<file path="config.mk">
export PLATFORM = sky130hd
export DESIGN_NAME = mc_ctrl_fsm
export DESIGN_NICKNAME = d
export VERILOG_FILES = /design/src/rtl/mc_ctrl_fsm.sv
export SDC_FILE = /design/constraint.sdc
export NUM_CORES = 1
export LEC_CHECK = 0
export ABC_AREA = 1
export BUFFER_PORTS_ARGS = -buffer_cell sky130_fd_sc_hd__buf_2
export CORE_AREA = 2 2 39 41
export CTS_BUF_LIST = sky130_fd_sc_hd__clkbuf_4 sky130_fd_sc_hd__clkbuf_8 sky130_fd_sc_hd__clkbuf_16
export DETAILED_ROUTE_END_ITERATION = 12
export DIE_AREA = 0 0 41 43
export SLEW_MARGIN = 10
export SYNTH_ARGS = -nofsm -noshare
export SYNTH_HDL_FRONTEND = slang
export SYNTH_SLANG_ARGS = --single-unit
</file>
<file path="constraint.sdc">
create_clock -name clk -period 1.25 [get_ports clk]
set_input_delay 0 -clock clk [delete_from_list [all_inputs] [get_ports clk]]
set_output_delay 0 -clock clk [all_outputs]
set_load 0.05 [all_outputs]
</file>
<file path="src/rtl/mc_ctrl_fsm.sv">
// mc_ctrl_fsm: multicycle ARM controller sequencer with memory wait states and FPU start/done handshake.
// Define FPU_TIMEOUT_EN to enable the FPUEX watchdog (FpuAbort pulse, sticky FpuErr).
module mc_ctrl_fsm #(
  parameter int FPU_TIMEOUT = 64
) (
  input  logic       clk,
  input  logic       reset,
  input  logic [1:0] Op,
  input  logic [5:0] Funct,
  input  logic       MemReady,
  input  logic       FpuDone,
  output logic       IRWrite,
  output logic       AdrSrc,
  output logic       ALUSrcA,
  output logic [1:0] ALUSrcB,
  output logic       ALUOp,
  output logic [1:0] ResultSrc,
  output logic       NextPC,
  output logic       RegW,
  output logic       MemW,
  output logic       FPUW,
  output logic       Branch,
  output logic       FpuStart,
  output logic       FpuAbort,
  output logic       FpuErr
);
  typedef enum logic [3:0] {
    FETCH, DECODE, MEMADR, MEMRD, MEMWB, MEMWR,
    EXECR, EXECI, ALUWB, BRANCH, FPUEX, FPUWB
  } state_e;

  state_e r_state, w_next;
  logic   r_fpu_busy;
  logic   w_abort;
  logic   w_unused;

  assign w_unused = &{1'b0, Funct[4:1], FPU_TIMEOUT[0]};

  always_ff @(posedge clk or negedge reset)
    if (!reset) begin
      r_state    <= FETCH;
      r_fpu_busy <= 1'b0;
    end else begin
      r_state    <= w_next;
      r_fpu_busy <= r_state == FPUEX && w_next == FPUEX;
    end

`ifdef FPU_TIMEOUT_EN
  logic [6:0] r_cnt;
  logic       r_err;
  assign w_abort = r_state == FPUEX && !FpuDone && r_cnt == 7'(FPU_TIMEOUT - 1);
  assign FpuErr  = r_err;
  always_ff @(posedge clk or negedge reset)
    if (!reset) begin
      r_cnt <= '0;
      r_err <= 1'b0;
    end else begin
      r_cnt <= (r_state == FPUEX && w_next == FPUEX) ? r_cnt + 7'd1 : '0;
      if (w_abort) r_err <= 1'b1;
    end
`else
  assign w_abort = 1'b0;
  assign FpuErr  = 1'b0;
`endif

  assign FpuAbort = w_abort;

  always_comb begin
    w_next = FETCH;
    case (r_state)
      FETCH:  w_next = MemReady ? DECODE : FETCH;
      DECODE: w_next = Op == 2'b01 ? MEMADR :
                       Op == 2'b10 ? BRANCH :
                       Op == 2'b11 ? FPUEX  :
                       Funct[5]    ? EXECI  : EXECR;
      MEMADR: w_next = Funct[0] ? MEMRD : MEMWR;
      MEMRD:  w_next = MemReady ? MEMWB : MEMRD;
      MEMWR:  w_next = MemReady ? FETCH : MEMWR;
      EXECR:  w_next = ALUWB;
      EXECI:  w_next = ALUWB;
      FPUEX:  w_next = FpuDone ? FPUWB : w_abort ? FETCH : FPUEX;
      default: w_next = FETCH;
    endcase
  end

  always_comb begin
    IRWrite   = 1'b0;
    AdrSrc    = 1'b0;
    ALUSrcA   = 1'b0;
    ALUSrcB   = 2'b00;
    ALUOp     = 1'b0;
    ResultSrc = 2'b00;
    NextPC    = 1'b0;
    RegW      = 1'b0;
    MemW      = 1'b0;
    FPUW      = 1'b0;
    Branch    = 1'b0;
    FpuStart  = 1'b0;
    case (r_state)
      FETCH: begin
        ALUSrcA   = 1'b1;
        ALUSrcB   = 2'b10;
        ResultSrc = 2'b10;
        IRWrite   = MemReady;
        NextPC    = MemReady;
      end
      DECODE: begin
        ALUSrcA   = 1'b1;
        ALUSrcB   = 2'b10;
        ResultSrc = 2'b10;
      end
      MEMADR: ALUSrcB = 2'b01;
      MEMRD:  AdrSrc = 1'b1;
      MEMWB: begin
        ResultSrc = 2'b01;
        RegW      = 1'b1;
      end
      MEMWR: begin
        AdrSrc = 1'b1;
        MemW   = 1'b1;
      end
      EXECR: ALUOp = 1'b1;
      EXECI: begin
        ALUSrcB = 2'b01;
        ALUOp   = 1'b1;
      end
      ALUWB: RegW = 1'b1;
      BRANCH: begin
        ALUSrcB   = 2'b01;
        ResultSrc = 2'b10;
        Branch    = 1'b1;
      end
      FPUEX: FpuStart = !r_fpu_busy;
      FPUWB: begin
        ResultSrc = 2'b11;
        FPUW      = 1'b1;
      end
      default: ;
    endcase
    // Enables must be quiet while reset is held, even though FETCH decodes MemReady.
    if (!reset) begin
      IRWrite  = 1'b0;
      NextPC   = 1'b0;
      RegW     = 1'b0;
      MemW     = 1'b0;
      FPUW     = 1'b0;
      Branch   = 1'b0;
      FpuStart = 1'b0;
    end
  end
endmodule

</file>
==> results of run 1 <==
## synthesized netlist by cell type
| cell | count |
|---|---|
| sky130_fd_sc_hd__nand4_1 | 1 |
| sky130_fd_sc_hd__buf_4 | 3 |
| sky130_fd_sc_hd__nor2_2 | 4 |
| sky130_fd_sc_hd__inv_1 | 10 |
| sky130_fd_sc_hd__nand2_2 | 2 |
| sky130_fd_sc_hd__inv_2 | 1 |
| sky130_fd_sc_hd__a21oi_1 | 1 |
| sky130_fd_sc_hd__nand3_1 | 4 |
| sky130_fd_sc_hd__o22ai_1 | 1 |
| sky130_fd_sc_hd__o21ai_0 | 2 |
| sky130_fd_sc_hd__nand3b_1 | 1 |
| sky130_fd_sc_hd__nor2_1 | 17 |
| sky130_fd_sc_hd__o211ai_1 | 1 |
| sky130_fd_sc_hd__conb_1 | 1 |
| sky130_fd_sc_hd__dfrtp_1 | 5 |
| sky130_fd_sc_hd__o2111ai_1 | 1 |
| sky130_fd_sc_hd__nand2_1 | 16 |
| sky130_fd_sc_hd__nor3_1 | 2 |
## timing repair
item	in CTS	in global routing
buffers inserted	2	1
hold endpoints to repair	5	0
hold buffers	1	0
endpoints found under the setup margin	14	16
resized for setup	34	7
gates cloned	0	0
pin swaps	2	2
## logic make-up (layout without fill, tap and decap cells)
kind of cell           Yosys count  after routing  share of synthesized area
other                            1              2                    0.00861
flip-flops                       5              5                      0.287
AO/OA/AOI/OAI                    6              6                     0.0862
buffers and inverters           14             46                      0.147
AND/OR/NAND/NOR                 47             47                      0.471
## flip-flops by register name (all words and copies together), names as in the netlist
name / count
r_fpu_busy: 1
r_state: 4
## cell usage in the layout, fill, tap and decap left out, types with 2 or more instances in the layout
cell type | synthesis | layout
sky130_fd_sc_hd__nand2_1 | 16 | 13
sky130_fd_sc_hd__nor2_1 | 17 | 8
sky130_fd_sc_hd__inv_2 | 1 | 5
sky130_fd_sc_hd__buf_2 | 0 | 7
sky130_fd_sc_hd__nand2_2 | 2 | 4
sky130_fd_sc_hd__nor2_2 | 4 | 11
sky130_fd_sc_hd__dfrtp_1 | 5 | 3
sky130_fd_sc_hd__conb_1 | 1 | 2
sky130_fd_sc_hd__dfrtp_2 | 0 | 2
sky130_fd_sc_hd__nand3_1 | 4 | 4
sky130_fd_sc_hd__nor3_4 | 0 | 2
sky130_fd_sc_hd__buf_4 | 3 | 13
sky130_fd_sc_hd__inv_1 | 10 | 6
sky130_fd_sc_hd__clkbuf_4 | 0 | 3
sky130_fd_sc_hd__nor2_4 | 0 | 2
sky130_fd_sc_hd__buf_6 | 0 | 10
## per-layer routing
layer | vias to the layer above | global-route usage | wire length (um)
met2 | 23 | 0.284 | 636
li1 | 288 | - | -
met3 | 4 | 0.0314 | 85
met4 | 0 | 0.0800 | 21
met1 | 233 | 0.162 | 471
met5 | - | 0 | 0
## power by group through the flow
stage	sequential [mW]	combinational (mW)	clock (mW)
after CTS	0.322	1.78	0.193
final	0.336	1.86	0.190
after detailed placement	0.285	1.52	0
after global placement	0.286	1.52	0
after global routing	0.343	1.99	0.203
after floorplan	0.278	1.13	0
## area by class of cell
class                   instances  area, um^2  share of cell area
clock inverters                 1        5.00             0.00628
flip-flops and latches          5         128               0.160
inverters                      11        41.3              0.0518
multi-input cells              55         325               0.408
well taps                      16        20.0              0.0251
repair buffers                 31         255               0.320
clock buffers                   3        22.5              0.0283
## worst reg2reg max path: stages, from the launching register on
cell                      delay (ns)
sky130_fd_sc_hd__dfrtp_2        0.47
sky130_fd_sc_hd__inv_2          0.09
sky130_fd_sc_hd__nor2_2         0.04
sky130_fd_sc_hd__buf_4          0.13
sky130_fd_sc_hd__nand3_1        0.10
sky130_fd_sc_hd__nand2_1        0.06
sky130_fd_sc_hd__nor2_1         0.11
sky130_fd_sc_hd__nand2_2        0.08
sky130_fd_sc_hd__nor2_2         0.07
## per-stage QoR
step	cells	cell area, um^2
after floorplan	74	479
after global placement	114	627
after detailed placement	114	627
after CTS	121	773
after global routing	122	797
final	122	797
## worst max-delay path by stage
stage | start | to | cells after the start
detailed placement | r_state[1]$_DFF_PN0_ | IRWrite | 4
finish | r_state[1]$_DFF_PN0_ | IRWrite | 4
floorplan | r_state[3]$_DFF_PN0_ | ALUSrcB[0] | 3
CTS | r_state[2]$_DFF_PN0_ | ALUSrcB[0] | 5
global route | r_state[1]$_DFF_PN0_ | IRWrite | 4
global placement | r_state[3]$_DFF_PN0_ | FpuStart | 5
==> results.cfg, run 1 <==
[critical_path]
worst_r2r_path_depth = 8
cp.buffers_inverters = 1
critical_path_class = flip-flop to primary output
cpPeakStageDelay_ns = 0.46
cp_top_family = flip-flops
worstPathCellList = nor2_4, nand2_4, nor3_4, buf_6
cp_data_arrival_time_ns = 1.36
crit_path_start_kind = flip-flop
setup.worst_path.end_class = primary output
cpMaxStageDelayCell = sky130_fd_sc_hd__dfrtp_2
critical_r2r_launch = r_state[0]$_DFF_PN0_
cp_max_fo = 5
setup.reg_to_reg.worst_slack_ns = 0.05
critPathRequiredTime_ns = 1.25
critical_register_to_register_path_endpoint = r_fpu_busy$_DFF_PN0_

[logic_synthesis]
post_synth_num_cell_types = 18
postSynthAreaPerCell_um2 = 5.96
yosysTopAreaCell = sky130_fd_sc_hd__dfrtp_1
synth.yosys.warnings = 0
synthDominantCellAreaShare = 0.287
synth_cells = 73
netlist_top_cells_area = sky130_fd_sc_hd__dfrtp_1 (29%), sky130_fd_sc_hd__nor2_1 (15%), sky130_fd_sc_hd__nand2_1 (14%)
ys_seq_area_frac = 0.287
synth.cell_area_um2 = 435
synth_seq_cells = 5

[routing]
total_via_count_in_the_routed_design = 548
detailedRoute.firstIterationViolations = 11
detail-route-antenna-nets = 0
drt_drc_violations_left = 0
avgRoutedWirePerCell_um = 9.94
drt-total-wl_um = 1210
vias_per_cell = 4.49
drt_pass1_iterations = 4

[placement]
detailedPlacementHpwl_um = 976
preCtsSetupSlack_ns = 0.0615
place.port_buffers = 21
gp_congestion = 0.864

[power]
p_clk_frac = 0.080
p_int_mw = 1.02
p_sw_frac = 0.571
total_switching_power_mw = 1.36
power_frac_seq = 0.141
power.ir.vdd_worst_v = 0.00100
leakage_nw = 0.413
total_power_mw = 2.39
power-per-cell-area_nw_per_um2 = 2990
comb_power_share = 0.780

[min_path]
timing.hold.worst_endpoint = r_state[2]$_DFF_PN0_
hold_crit_depth = 2
min_from = Funct[0]
holdCritPathClass = input port to flip-flop

[grt]
number_of_global_route_vias_before_repair = 494
grt_start_max_net_pins = 6
wire_length_of_the_first_global_routing_pass_um = 1870
grtUsageTotal = 0.160
antenna_found_initial = 0
total_global_routing_overflow = 0

[finish]
syn2layout_area_growth_pct = 83.0
drive_above_1_share = 0.594
antenna_cells = 0
utilization = 0.576
n_fill_cell = 127
nNetsFinal = 119

[sta]
worst_skew_ns = 0.00530
clock.fmax_mhz = 738
final-hold-violation-count = 0
drv_slew = 0
finalWorstPathRequiredPeriod_ns = 1.36
layout_worst_path_cycle_share = 1.08
whs_ns = 0.0256
grt_setup_unrepaired = yes
setup_slack_ns = -0.105
setup_viol = 13
totalNegativeSetupSlack_ns = -0.722

[status]
failed_checks = negative setup slack
outcome = finished, violations left

[clocking]
clock_sink_count = 5
max-clock-path-buffers = 2
tritoncts_clock_tree = yes
cts_root_buffer = sky130_fd_sc_hd__clkbuf_4
cts.clk_slew.worst_paths_ns = 0.05
cts_inserted_buffers = 3
clk_lat_worst_skew_ns = 0.25
cts.htree.levels = 1

[floorplan]
placeableCoreArea_um2 = 1380
die-width_um = 41
die-area_um2 = 1760
pin_count = 28
rows = 14
initial_core_util = 0.315
chipHeight_um = 43

[job]
cap_viol_max_count = 0
Power figures use the tool's default switching activity.
==> inputs of run 2 (changes only) <==
==> constraint.sdc (replaced) <==
create_clock -name clk -period 1.25 [get_ports clk]
set_input_delay 0 -clock clk [delete_from_list [all_inputs] [get_ports clk]]
set_output_delay 0 -clock clk [all_outputs]
set_load 0.005 [all_outputs]
==> run 2 against run 1 <==
Against the previous run: the flow now finishes without violations; core utilization decreased by 7.0 points; largest cell class unchanged; via count increased by 0.73%; clock power increased by 6%; first-iteration DRC count decreased by 18%.
==> results.cfg, run 2 (synthesis results as in run 1) <==
[finish]
n_fill_cell = 140
nNetsFinal = 114
layout.cells.most_common = sky130_fd_sc_hd__buf_2
utilization = 0.506
reg_top3 = r_state x4, r_fpu_busy x1
syn2layout_area_growth_pct = 60.9
drive_above_1_share = 0.564
largest_register_ff_count = 4
largest_register = r_state
antenna_cells = 0
most-common-layout-cells = sky130_fd_sc_hd__buf_2 (21), sky130_fd_sc_hd__nand2_1 (13), sky130_fd_sc_hd__nor2_1 (11)

[status]
outcome = finished clean

[critical_path]
cpMaxStageDelayCell = sky130_fd_sc_hd__dfrtp_2
cpPeakStageDelay_ns = 0.44
cp.buffers_inverters = 1
cp_num_cells = 4
critPathRequiredTime_ns = 1.25
cp_top_family = flip-flops
critical_path_class = flip-flop to primary output
worst_r2r_path_depth = 8
cp_data_arrival_time_ns = 1.24
setup.worst_path.end_class = primary output
cp_max_fo = 4
worstPathCellList = nor2_2, nand2_1, o211ai_1, buf_2
crit_path_start_kind = flip-flop

[grt]
total_global_routing_overflow = 0
grt_busiest_layer = met2
number_of_global_route_vias_before_repair = 421
grtUsageTotal = 0.141
global_route.usage.met3 = 0.0157
grt_use_met1 = 0.161
gr_met2_demand_resource = 0.234
wire_length_of_the_first_global_routing_pass_um = 1650
grt_start_max_net_pins = 8
antenna_found_initial = 0

[sta]
layout_worst_path_cycle_share = 0.992
setup_slack_ns = 0.00961
drv_slew = 0
worst_skew_ns = 0.00209
final-hold-violation-count = 0
finalWorstPathRequiredPeriod_ns = 1.24
clock.fmax_mhz = 806
grt_setup_unrepaired = yes
setup_viol = 0

[clocking]
clk_lat_worst_skew_ns = 0.23
clock_sink_count = 5
cts.htree.levels = 1
cts.clk_slew.worst_paths_ns = 0.04
cts_inserted_buffers = 3
max-clock-path-buffers = 2
cts_root_buffer = sky130_fd_sc_hd__clkbuf_4
tritoncts_clock_tree = yes

[routing]
drt-total-wl_um = 1200
detail-route-antenna-nets = 0
vias_per_cell = 4.72
detailedRoute.firstIterationViolations = 9
drt_pass1_iterations = 4
total_via_count_in_the_routed_design = 552
drt_drc_violations_left = 0
avgRoutedWirePerCell_um = 10.2

[floorplan]
die-area_um2 = 1760
rows = 14
initial_core_util = 0.315
chipHeight_um = 43
pin_count = 28
placeableCoreArea_um2 = 1380
die-width_um = 41

[job]
cap_viol_max_count = 0

[min_path]
holdCritPathClass = input port to flip-flop
hold_crit_depth = 3

[power]
leakage_nw = 0.391
power.ir.vdd_worst_v = 0.000815
power-per-cell-area_nw_per_um2 = 2290

[placement]
detailedPlacementHpwl_um = 882
gp_congestion = 0.823
place.port_buffers = 21
preCtsSetupSlack_ns = 0.0911
## run 2: cell count changes in the layout (fill, tap and decap cells not counted), sizes merged
cell    previous run  this run
buf               30        25
clkbuf             3         4
clkinv             1         0
## run 2: timing repair
| action | CTS | global route |
|---|---|---|
| endpoints found under the setup margin | 7 | 15 |
| pin swaps | 1 | 2 |
| hold endpoints to repair | 5 | 0 |
| hold buffers | 1 | 0 |
| gates resized for setup | 9 | 23 |
| setup buffers | 1 | 1 |
## run 2: where the power goes
part,switching (mW),total [mW],internal (mW)
Clock,0.0595,0.201,0.142
Combinational,0.590,1.06,0.468
Sequential,0.116,0.347,0.231
Total,0.765,1.61,0.841
## run 2: worst register-to-register path: stages, from the launching register on
cell,delay [ns]
sky130_fd_sc_hd__dfrtp_2,0.45
sky130_fd_sc_hd__inv_2,0.10
sky130_fd_sc_hd__nand2_1,0.07
sky130_fd_sc_hd__nor2_2,0.16
sky130_fd_sc_hd__nand2_1,0.08
sky130_fd_sc_hd__nand2_1,0.07
sky130_fd_sc_hd__nor2_2,0.04
sky130_fd_sc_hd__nand2_2,0.06
sky130_fd_sc_hd__nor2_2,0.03
## run 2: through the flow
stage	cells	cell area [um^2]	power (mW)	hold slack, ns	setup TNS [ns]
after floorplan	74	439	0.782	-0.296	0
after global placement	110	557	1.08	-0.173	0
after detailed placement	110	557	1.09	-0.171	0
after CTS	116	627	1.38	0.0365	-0.0354
after global routing	117	701	1.74	0.0653	-0.311
final	117	701	1.61	0.0485	0
## run 2: final timing paths
check	from	endpoint	slack, ns
worst max-delay path	r_state[3]$_DFF_PN0_	ALUSrcB[0]	0.01
worst min-delay path	Op[0]	r_state[1]$_DFF_PN0_	0.05
worst max register to register	r_state[1]$_DFF_PN0_	r_fpu_busy$_DFF_PN0_	0.08
worst min register to register	r_state[2]$_DFF_PN0_	r_fpu_busy$_DFF_PN0_	0.69
max in group asynchronous	reset	r_state[3]$_DFF_PN0_	0.96
min in group asynchronous	reset	r_state[0]$_DFF_PN0_	0.13
## run 2: area by class of cell
cell class	count	area [um^2]	share of cell area
Multi-Input combinational cell	55	323	0.461
Timing Repair Buffer	26	153	0.218
Inverter	11	46.3	0.0661
Sequential cell	5	129	0.184
Tap cell	16	20.0	0.0286
Clock buffer	4	30.0	0.0429
## run 2: metal layers
layer / vias to the layer above / share of wire
met1: 246 / 0.39
met2: 24 / 0.54
li1: 282 / -
met4: 0 / 0
met3: 0 / 0.068
met5: - / 0
